$ cat src/rtl/dvp_pattern_gen.sv
// Synthetic DVP frame source: sensor-style vsync/href timing with a selectable
// 8-bit test pattern, replacing the CMOS sensor ahead of crop/scale/LVDS.
module dvp_pattern_gen #(
   parameter int unsigned IMAGE_HSIZE = 1280,
   parameter int unsigned IMAGE_VSIZE = 1024,
   parameter int unsigned H_BLANK     = 160,
   parameter int unsigned V_SYNC      = 16,
   parameter int unsigned V_FRONT     = 8,
   parameter int unsigned V_BACK      = 8
) (
   input  logic       clk,
   input  logic       rst_n,
   input  logic       enable,
   input  logic [1:0] pattern_sel,
   output logic       image_out_vsync,
   output logic       image_out_href,
   output logic [7:0] image_out_data,
   output logic [7:0] frame_cnt,
   output logic       busy
);

   localparam logic [11:0] HS_LAST = 12'(IMAGE_HSIZE - 1);
   localparam logic [11:0] VS_LAST = 12'(IMAGE_VSIZE - 1);
   localparam logic [11:0] HB_LAST = 12'(H_BLANK - 1);
   localparam logic [11:0] SY_LAST = 12'(V_SYNC - 1);
   localparam logic [11:0] VF_LAST = 12'(V_FRONT - 1);
   localparam logic [11:0] VB_LAST = 12'(V_BACK - 1);

   typedef enum logic [2:0] {
      IDLE,
      VS,
      VF,
      LINE,
      HB,
      VB
   } state_t;

   state_t      state;
   state_t      state_nxt;
   logic [11:0] cnt;
   logic [11:0] cnt_nxt;
   logic [11:0] ypos;
   logic [11:0] ypos_nxt;
   logic [7:0]  frame_cnt_nxt;
   logic [7:0]  frame_lat;
   logic [1:0]  pat_lat;
   logic        last;
   logic [7:0]  pix;

   // cnt is the clock count within the current state; in LINE it is xpos.
   always_comb begin
      state_nxt = state;
      last      = 1'b0;
      case (state)
         IDLE: begin
            if (enable) state_nxt = VS;
         end
         VS: begin
            last = (cnt == SY_LAST);
            if (last) state_nxt = VF;
         end
         VF: begin
            last = (cnt == VF_LAST);
            if (last) state_nxt = LINE;
         end
         LINE: begin
            last = (cnt == HS_LAST);
            if (last) state_nxt = (ypos == VS_LAST) ? VB : HB;
         end
         HB: begin
            last = (cnt == HB_LAST);
            if (last) state_nxt = LINE;
         end
         VB: begin
            last = (cnt == VB_LAST);
            if (last) state_nxt = enable ? VS : IDLE;
         end
         default: state_nxt = IDLE;
      endcase

      if ((state_nxt != state) || (state_nxt == IDLE)) cnt_nxt = '0;
      else cnt_nxt = cnt + 12'd1;

      if (state_nxt == VS) ypos_nxt = '0;
      else if ((state == HB) && (state_nxt == LINE)) ypos_nxt = ypos + 12'd1;
      else ypos_nxt = ypos;

      if ((state == VB) && last) frame_cnt_nxt = frame_cnt + 8'd1;
      else frame_cnt_nxt = frame_cnt;

      // Pixel is computed from next-cycle coordinates so data lands with href.
      case (pat_lat)
         2'd0:    pix = cnt_nxt[7:0];
         2'd1:    pix = ypos_nxt[7:0];
         2'd2:    pix = cnt_nxt[7:0] + ypos_nxt[7:0] + frame_lat;
         default: pix = {8{cnt_nxt[3] ^ ypos_nxt[3]}};
      endcase
   end

   always_ff @(posedge clk or negedge rst_n) begin
      if (!rst_n) begin
         state           <= IDLE;
         cnt             <= '0;
         ypos            <= '0;
         frame_cnt       <= '0;
         frame_lat       <= '0;
         pat_lat         <= '0;
         busy            <= 1'b0;
         image_out_vsync <= 1'b0;
         image_out_href  <= 1'b0;
         image_out_data  <= '0;
      end else begin
         state     <= state_nxt;
         cnt       <= cnt_nxt;
         ypos      <= ypos_nxt;
         frame_cnt <= frame_cnt_nxt;
         if ((state_nxt == VS) && (state != VS)) begin
            pat_lat   <= pattern_sel;
            frame_lat <= frame_cnt_nxt;
         end
         busy            <= (state_nxt != IDLE);
         image_out_vsync <= (state_nxt != IDLE) && (state_nxt != VS);
         image_out_href  <= (state_nxt == LINE);
         image_out_data  <= (state_nxt == LINE) ? pix : 8'h00;
      end
   end

endmodule

$ cat config.mk
export PLATFORM = sky130hd
export DESIGN_NAME = dvp_pattern_gen
export DESIGN_NICKNAME = d
export VERILOG_FILES = /design/src/rtl/dvp_pattern_gen.sv
export SDC_FILE = /design/constraint.sdc
export NUM_CORES = 1
export LEC_CHECK = 0
export ABC_AREA = 0
export BUFFER_PORTS_ARGS = -buffer_cell sky130_fd_sc_hd__buf_4
export CAP_MARGIN = 15
export CORE_ASPECT_RATIO = 1.4
export CORE_MARGIN = 2
export CORE_UTILIZATION = 55
export CTS_CLUSTER_DIAMETER = 40
export DETAILED_ROUTE_END_ITERATION = 8
export PLACE_DENSITY = 0.89
export RECOVER_POWER = 100
export SYNTH_ARGS = -nofsm -noshare
export SYNTH_HDL_FRONTEND = slang
export SYNTH_SLANG_ARGS = --single-unit
export TNS_END_PERCENT = 50
$ cat constraint.sdc
create_clock -name clk -period 5.8 [get_ports clk]
set_clock_uncertainty 0.1 [all_clocks]
set_input_delay 1.16 -clock clk [delete_from_list [all_inputs] [get_ports clk]]
set_output_delay 1.16 -clock clk [all_outputs]
set_load 0.02 [all_outputs]
==> impl_metrics.json, run 1 <==
{
  "syn-cell-area_mm2": 0.00337,
  "cts_buffer_depth": 2,
  "synth_top_flop_cell": "dfrtp_1",
  "ant_nets": 0,
  "internal_power_uw": 629,
  "h-tree-depth": 2,
  "cts_buffers": 5,
  "slew_viol_final": 57,
  "routedWlPerCell_um": 16.9,
  "leakage_uw": 0.00158,
  "reg2reg_from": "cnt[8]$_DFF_PN0_",
  "p_clk_frac": 0.217,
  "crit_arrival_ps": 5690,
  "io_pins": 24,
  "synth_top_area_frac": 0.416,
  "rsz0062_at_grt": "no",
  "swShare": 0.382,
  "ir_worst_vdd_v": 0.000236,
  "final-setup-viol-count": 0,
  "grt_pass1_vias": 2651,
  "ys_ff_latch": 56,
  "fin_area_mm2": 0.00355,
  "portBuffers": 23,
  "ys_types": 64,
  "worstSetupStartpoint": "cnt[8]$_DFF_PN0_",
  "vias": 2506,
  "initial_core_util": 0.570,
  "p_switching_uw": 388,
  "synthCells": 318,
  "hp-start": "frame_cnt[7]$_DFF_PN0_",
  "num_rows": 33,
  "syn_nets": 341,
  "worstHoldPathType": "flop to flop",
  "cts_tree": "done",
  "end_kind": "flop",
  "cp.required_ps": 5920,
  "post-route-period-util": 0.961,
  "firstDrtPassIters": 4,
  "max_clock_freq_ghz": 0.179,
  "powerDensity_mw_per_mm2": 287,
  "ys_warn_count": 0,
  "grt.total_usage": 0.232,
  "drc": 0,
  "grt_max_degree": 57,
  "fin_nets": 368,
  "cts.clk_slew.worst_paths_ps": 100,
  "diodes": 0,
  "wl_um": 7020,
  "holdWs_ps": 402,
  "slowest_delay_ps": 650,
  "die_area_mm2": 0.00677,
  "syn_to_final_growth_pct": 5.31,
  "final_common_cell": "dfrtp_1",
  "fin_ws_ps": 229,
  "dieHeight_um": 96.6,
  "clk_latency_ps": 310,
  "period_needed_ps": 5570,
  "status": "complete, but fails checks",
  "ys_top_cells_by_area": "dfrtp_1, fa_1, xnor2_1, xor2_1, ha_1",
  "hpwlAfterDp_um": 5370,
  "drive_gt1_frac": 0.118,
  "crit_family": "simple AND/OR/NAND/NOR gates",
  "post-place-ws_ps": -16.7,
  "critical_path_class": "flop to flop",
  "synth_edf_count": 0,
  "chipWidth_um": 70.1,
  "crit_fanout": 11,
  "cp_num_buf_inv": 3,
  "first_iter_violations": 211,
  "postPlaceCellArea_mm2": 0.00359,
  "pwr-share-seq": 0.468,
  "cap_violations": 1,
  "r2r_slack_ps": 230,
  "final_core_util": 0.601,
  "hold_buffers": 0,
  "fp.coreArea_mm2": 0.00590,
  "routabilityCongestion": 0.868,
  "seq_area_frac_synth": 0.416,
  "setup_tns_ps": 0,
  "synth_area_per_cell_um2": 10.6,
  "crit_path_start_kind": "flop",
  "power.combinational.fraction": 0.316,
  "via_per_inst": 6.02,
  "cp_cell_sequence": "or3_4, nor4_4, a21oi_1, or4_1, mux2i_1, or2_4, buf_4, nor2_4, inv_2, fa_1, inv_1, ha_1, and2_1, o21a_1, a31o_2, or4b_2, a211o_1, nand3_1, xnor2_1, a211oi_1",
  "grt_pass1_wl_um": 12200,
  "yosys.area.top_type": "dfrtp_1",
  "mostFrequentLayoutCells": "dfrtp_1, nor2_1, clkbuf_1, nand2_1, xnor2_1",
  "slew_headroom": -0.928,
  "clockRootBuffer": "clkbuf_8",
  "async_flop_share": 1.00,
  "hold_viol": 0,
  "cts_sinks": 56,
  "tightest_slew_ps": 2890,
  "critPathSlowestCell": "or4b_2",
  "violations": "max-capacitance violations, max-slew violations",
  "gr-total-overflow": 0,
  "grt_antenna_before_repair": 0
}
-- synth_stat cells (4+ instances only) --
library cell	n
buf_2	4
fa_1	8
mux2_2	10
inv_1	13
nor2_4	7
xor2_1	16
dfrtp_1	56
and3_1	7
nand4_1	10
nor3_1	7
xnor2_1	17
a21oi_1	13
nand3_1	7
or3_1	8
nor2_1	30
a211oi_1	7
ha_1	10
nand2_1	21
-- kinds of logic after synthesis --
family / count (synthesis) / share of synthesized area
buffers and inverters: 25 / 0.0442
DFF: 56 / 0.416
and+or+nand+nor: 130 / 0.237
adders and majority gates: 18 / 0.0847
muxes: 12 / 0.0394
xor gates and xnor gates: 33 / 0.0858
AOI/OAI and AO/OA: 44 / 0.0925
-- power by group through the flow --
stage,sequential (uW),combinational (uW),clock [uW]
6_report,476,321,220
5_1_grt,482,362,242
4_1_cts,473,348,226
3_5_place_dp,481,346,0
3_3_place_gp,479,332,0
2_1_floorplan,465,298,0
-- state kept, by name, summed over array words and instances, names as in the netlist --
signal,flops
cnt,12
ypos,12
frame_cnt,8
frame_lat,8
image_out_data,8
state,3
pat_lat,2
busy,1
image_out_href,1
image_out_vsync,1
-- repair_timing --
item,CTS,global route
resized for setup,0,3
buffers inserted,0,0
setup endpoints to repair,0,1
-- through the flow --
step                      instances  total power, uW
after floorplan                 318              764
after global placement          408              811
after detailed placement        408              827
after CTS                       416             1050
after global routing            416             1090
final                           416             1020
-- worst paths after layout --
path,to,cells past startpoint
setup reg to reg,image_out_data[7]$_DFF_PN0_,20
min in group asynchronous,ypos[5]$_DFF_PN0_,1
hold reg to reg,frame_cnt[7]$_DFF_PN0_,1
hold / removal,frame_cnt[7]$_DFF_PN0_,1
max in group asynchronous,cnt[0]$_DFF_PN0_,1
setup / recovery,image_out_data[7]$_DFF_PN0_,20
-- routing by layer --
layer  track usage  routed length (um)  vias to the layer above
met5             0                   0                        -
met4         0.128                 409                        0
met3        0.0363                 334                       31
met2         0.429                3610                       93
met1         0.254                2660                     1207
li1              -                   -                     1175
-- area by class of cell --
class                   count  area [um2]
multi-input cells         237        1760
clock buffers               5        68.8
clock inverters             3        26.3
well taps                  70        87.6
fillers                   524        2360
flip-flops and latches     56        1400
inverters                  14        52.6
repair buffers             31         150
-- worst reg2reg max path, delay by kind of cell, from the launching register on --
family / cells / cell delay, ps
and+or+nand+nor: 8 / 2690
AOI/OAI and AO/OA: 5 / 1000
adders and majority gates: 2 / 780
DFF: 1 / 430
buffers and inverters: 3 / 260
muxes: 1 / 170
xor gates and xnor gates: 1 / 70
Note: power is estimated with default switching activity, not from simulation.
==> run 2: changes to the inputs <==
PLACE_DENSITY = not set   (was 0.89)
PLACE_DENSITY_LB_ADDON = 0.3   (was not set)
RECOVER_POWER = not set   (was 100)
SKIP_CTS_REPAIR_TIMING = 1   (was not set)
==> impl_metrics.json, run 2 (synthesis results as in run 1) <==
{
  "final_common_cell": "dfrtp_1",
  "io_pins": 24,
  "mostFrequentLayoutCells": "dfrtp_1, buf_4, nor2_1, nand2_1, xnor2_1",
  "internal_power_uw": 714,
  "rsz0062_at_grt": "no",
  "via_per_inst": 5.91,
  "ant_nets": 0,
  "p_switching_uw": 405,
  "first_iter_violations": 245,
  "slew_viol_final": 0,
  "wl_um": 7050,
  "grt_pass1_vias": 2526,
  "clk_latency_ps": 310,
  "crit_arrival_ps": 5640,
  "cp_cell_sequence": "or3_4, nor4_4, a21oi_1, or4_4, mux2i_1, or2_4, buf_4, nor2_4, inv_2, fa_1, inv_1, ha_1, and2_1, o21a_1, a31o_2, or4b_2, a211o_1, nand3_1, xnor2_1, a211oi_1",
  "status": "finished clean",
  "cts_buffers": 5,
  "reg.largest.list": "cnt: 12 flops, ypos: 12 flops",
  "crit_fanout": 8,
  "multiInputGateArea_mm2": 0.00184,
  "drive_gt1_frac": 0.233,
  "h-tree-depth": 2,
  "cts_tree": "done",
  "firstDrtPassIters": 4,
  "tightest_slew_ps": 734,
  "period_needed_ps": 5520,
  "hold_viol": 0,
  "power.combinational.fraction": 0.325,
  "leakage_uw": 0.00170,
  "fin_nets": 369,
  "powerDensity_mw_per_mm2": 299,
  "chipWidth_um": 70.1,
  "grt.total_usage": 0.233,
  "setup_tns_ps": 0,
  "gr-total-overflow": 0,
  "routedWlPerCell_um": 16.9,
  "slowest_delay_ps": 640,
  "p_total_uw": 1120,
  "fillCellCount": 461,
  "fin_area_mm2": 0.00375,
  "swShare": 0.362,
  "grt_antenna_before_repair": 0,
  "cap_violations": 0,
  "die_area_mm2": 0.00677,
  "routabilityCongestion": 0.885,
  "max_clock_freq_ghz": 0.181,
  "cp.required_ps": 5920,
  "cts_buffer_depth": 2,
  "portBuffers": 23,
  "num_rows": 33,
  "initial_core_util": 0.570,
  "dieHeight_um": 96.6,
  "end_kind": "flop",
  "grt_max_degree": 57,
  "syn_to_final_growth_pct": 11.3,
  "register_area_mm2": 0.00140,
  "final-setup-viol-count": 0,
  "ir_worst_vdd_v": 0.000230,
  "slew_headroom": 0.507,
  "clockRootBuffer": "clkbuf_8",
  "vias": 2464,
  "post-place-ws_ps": 18.7,
  "cts.clk_slew.worst_paths_ps": 100,
  "grt_pass1_wl_um": 12200,
  "drc": 0,
  "worstHoldPathType": "flop to flop",
  "p_clk_frac": 0.250,
  "crit_path_start_kind": "flop",
  "cts_sinks": 56,
  "critical_path_class": "flop to flop",
  "diodes": 0,
  "fp.coreArea_mm2": 0.00590,
  "postPlaceCellArea_mm2": 0.00359,
  "hpwlAfterDp_um": 5200,
  "post-route-period-util": 0.952,
  "critPathSlowestCell": "or4b_2",
  "pwr-share-seq": 0.425,
  "final_core_util": 0.634,
  "fin_ws_ps": 280
}
==> run 2: path summary, 6_finish.rpt <==
kind                                        startpoint                           to  slack (ps)  cells after the start
min in group asynchronous                        rst_n     frame_lat[0]$_DFFE_PN0P_         790                      1
worst max register to register        cnt[8]$_DFF_PN0_  image_out_data[7]$_DFF_PN0_         280                     20
max in group asynchronous                        rst_n               busy$_DFF_PN0_        4340                      1
worst min-delay path            frame_cnt[7]$_DFF_PN0_       frame_cnt[7]$_DFF_PN0_         390                      1
worst max-delay path                  cnt[8]$_DFF_PN0_  image_out_data[7]$_DFF_PN0_         280                     20
worst min register to register  frame_cnt[7]$_DFF_PN0_       frame_cnt[7]$_DFF_PN0_         390                      1
==> run 2: routing by layer <==
layer / share of wire / GRT usage
met5: 0 / 0
met4: 0.042 / 0.112
met3: 0.040 / 0.0290
met2: 0.51 / 0.410
met1: 0.41 / 0.286
==> run 2: layout make-up <==
cell class              instances  area share
repair buffers                 32      0.0641
inverters                      14      0.0140
multi-input cells             237       0.491
clock buffers                   7      0.0257
well taps                      70      0.0234
flip-flops and latches         56       0.374
clock inverters                 1     0.00802
==> run 2: power by group through the flow <==
| stage | clock network, uW | logic [uW] | registers (uW) |
|---|---|---|---|
| 2_1_floorplan | 0 | 298 | 465 |
| 3_3_place_gp | 0 | 337 | 481 |
| 3_5_place_dp | 0 | 345 | 483 |
| 4_1_cts | 283 | 349 | 475 |
| 5_1_grt | 301 | 403 | 482 |
| 6_report | 280 | 363 | 476 |
==> run 2: worst max-delay path: cells and delay by family, from the launching register on <==
kind	cells	cell delay [ps]
xor+xnor	1	70
mux	1	150
compound gates	5	1000
flops	1	430
buf+inv	3	260
simple gates	8	2610
fa+ha+maj	2	810
==> run 2: per-stage QoR <==
stage | hold slack (ps) | instances
final | 392 | 417
after global routing | 425 | 417
after CTS | 399 | 416
after detailed placement | 375 | 408
after global placement | 378 | 408
after floorplan | 381 | 318
==> run 3: changes to the inputs <==
CORE_MARGIN = 5   (was 2)
TNS_END_PERCENT = 1   (was 50)
==> impl_metrics.json, run 3 (synthesis results as in run 1) <==
{
  "worstHoldPathType": "flop to flop",
  "grt_pass1_wl_um": 12300,
  "slew_viol_final": 0,
  "cp_num_buf_inv": 3,
  "max_clock_freq_ghz": 0.182,
  "final-setup-viol-count": 0,
  "period_needed_ps": 5490,
  "crit_family": "simple AND/OR/NAND/NOR gates",
  "post-route-period-util": 0.947,
  "initial_core_util": 0.570,
  "crit_path_start_kind": "flop",
  "tightest_slew_ps": 785,
  "gr-total-overflow": 0,
  "mostFrequentLayoutCells": "dfrtp_1, buf_4, nor2_1, nand2_1, xnor2_1",
  "hold_viol": 0,
  "setup_tns_ps": 0,
  "path_common_cell": "inv_1",
  "grt.total_usage": 0.195,
  "p_switching_uw": 400,
  "hpwlAfterDp_um": 5320,
  "chipWidth_um": 76.1,
  "dieHeight_um": 103,
  "grt_pass1_vias": 2538,
  "cts_buffer_depth": 2,
  "cts_tree": "done",
  "end_kind": "flop",
  "status": "finished clean",
  "io_pins": 24,
  "drive_gt1_frac": 0.212,
  "power.combinational.fraction": 0.325,
  "p_clk_frac": 0.237,
  "portBuffers": 23,
  "crit_arrival_ps": 5610,
  "dpl.cell_count": 407,
  "leakage_uw": 0.00168,
  "cts_sinks": 56,
  "clk_latency_ps": 310,
  "rsz0062_at_grt": "no",
  "slew_headroom": 0.473,
  "critPathSlowestCell": "or4b_2",
  "swShare": 0.368,
  "final_common_cell": "dfrtp_1",
  "cts_buffers": 5,
  "fp.coreArea_mm2": 0.00590,
  "first_iter_violations": 123,
  "clockRootBuffer": "clkbuf_8",
  "syn_to_final_growth_pct": 9.85,
  "fin_ws_ps": 309,
  "post-place-ws_ps": 9.21,
  "holdWs_ps": 410,
  "routabilityCongestion": 0.862,
  "vias": 2407,
  "ir_worst_vdd_v": 0.000135,
  "grt_max_degree": 57,
  "grt_antenna_before_repair": 0,
  "diodes": 0,
  "internal_power_uw": 686,
  "slowest_delay_ps": 640,
  "powerDensity_mw_per_mm2": 294,
  "h-tree-depth": 2,
  "r2r_slack_ps": 310,
  "via_per_inst": 5.80,
  "fin_area_mm2": 0.00370,
  "die_area_mm2": 0.00781,
  "critical_path_class": "flop to flop",
  "cp_cell_sequence": "ha_2, nand3_4, nor4_4, a21oi_1, or4_1, buf_4, and2_4, nor2_1, inv_1, fa_1, inv_1, ha_1, and2_1, o21a_1, a31o_2, or4b_2, a211o_1, nand3_1, xnor2_1, a211oi_1",
  "postPlaceCellArea_mm2": 0.00358,
  "reg.largest.list": "cnt: 12 flops, ypos: 12 flops",
  "wl_um": 7030,
  "drc": 0,
  "num_rows": 33,
  "fin_nets": 367,
  "cap_violations": 0,
  "cp.required_ps": 5920,
  "final_cells": 415,
  "routedWlPerCell_um": 16.9,
  "ant_nets": 0,
  "pwr-share-seq": 0.438,
  "firstDrtPassIters": 4,
  "cts.clk_slew.worst_paths_ps": 100,
  "crit_fanout": 12
}
## run 3: cell types whose count changed in the layout (fill, tap and decap cells not counted), moves of 2 or more
cell      before  now
nor2_2         4    1
clkbuf_8       7    5
nor2_1        26   29
buf_4         32   30
## run 3: power groups by stage
stage / Combinational, uW / Clock [uW] / Sequential (uW)
floorplan: 298 / 0 / 465
global placement: 338 / 0 / 481
detailed placement: 348 / 0 / 481
CTS: 350 / 261 / 473
global route: 397 / 274 / 484
finish: 353 / 257 / 476
## run 3: area by class of cell
type	count	area [um2]
well taps	70	87.6
flip-flops and latches	56	1400
clock inverters	2	35.0
repair buffers	30	225
multi-input cells	237	1820
inverters	14	52.6
fillers	482	2210
clock buffers	6	72.6
## run 3: worst reg2reg max path, cell delays in order (launching register included)
cell and delay [ps]:
dfrtp_1 400, ha_2 270, nand3_4 150, nor4_4 340
a21oi_1 100, or4_1 570, buf_4 190, and2_4 220
nor2_1 240, inv_1 110, fa_1 540, inv_1 40
ha_1 340, and2_1 170, o21a_1 160, a31o_2 230
or4b_2 640, a211o_1 250, nand3_1 80, xnor2_1 60
a211oi_1 230
## run 3: per-layer routing
| metal | up-vias | global-route usage | wire (um) |
|---|---|---|---|
| li1 | 1169 | - | - |
| met1 | 1180 | 0.229 | 2880 |
| met2 | 47 | 0.358 | 3730 |
| met3 | 11 | 0.0315 | 259 |
| met4 | 0 | 0.0713 | 156 |
| met5 | - | 0 | 0 |
## run 3: metrics by stage
| stage | power, uW | util |
|---|---|---|
| final | 1090 | 0.626 |
| after CTS | 1080 | 0.625 |
| after global placement | 820 | 0.607 |
| after global routing | 1150 | 0.626 |
| after floorplan | 764 | - |
| after detailed placement | 829 | 0.607 |
## run 3: worst paths after layout
| path | start | endpoint | cells past startpoint |
|---|---|---|---|
| setup / recovery | cnt[0]$_DFF_PN0_ | image_out_data[7]$_DFF_PN0_ | 20 |
| hold / removal | frame_cnt[7]$_DFF_PN0_ | frame_cnt[7]$_DFF_PN0_ | 1 |
| setup reg to reg | cnt[0]$_DFF_PN0_ | image_out_data[7]$_DFF_PN0_ | 20 |
| hold reg to reg | frame_cnt[7]$_DFF_PN0_ | frame_cnt[7]$_DFF_PN0_ | 1 |
| max in group asynchronous | rst_n | ypos[3]$_DFF_PN0_ | 1 |
| min in group asynchronous | rst_n | cnt[9]$_DFF_PN0_ | 1 |
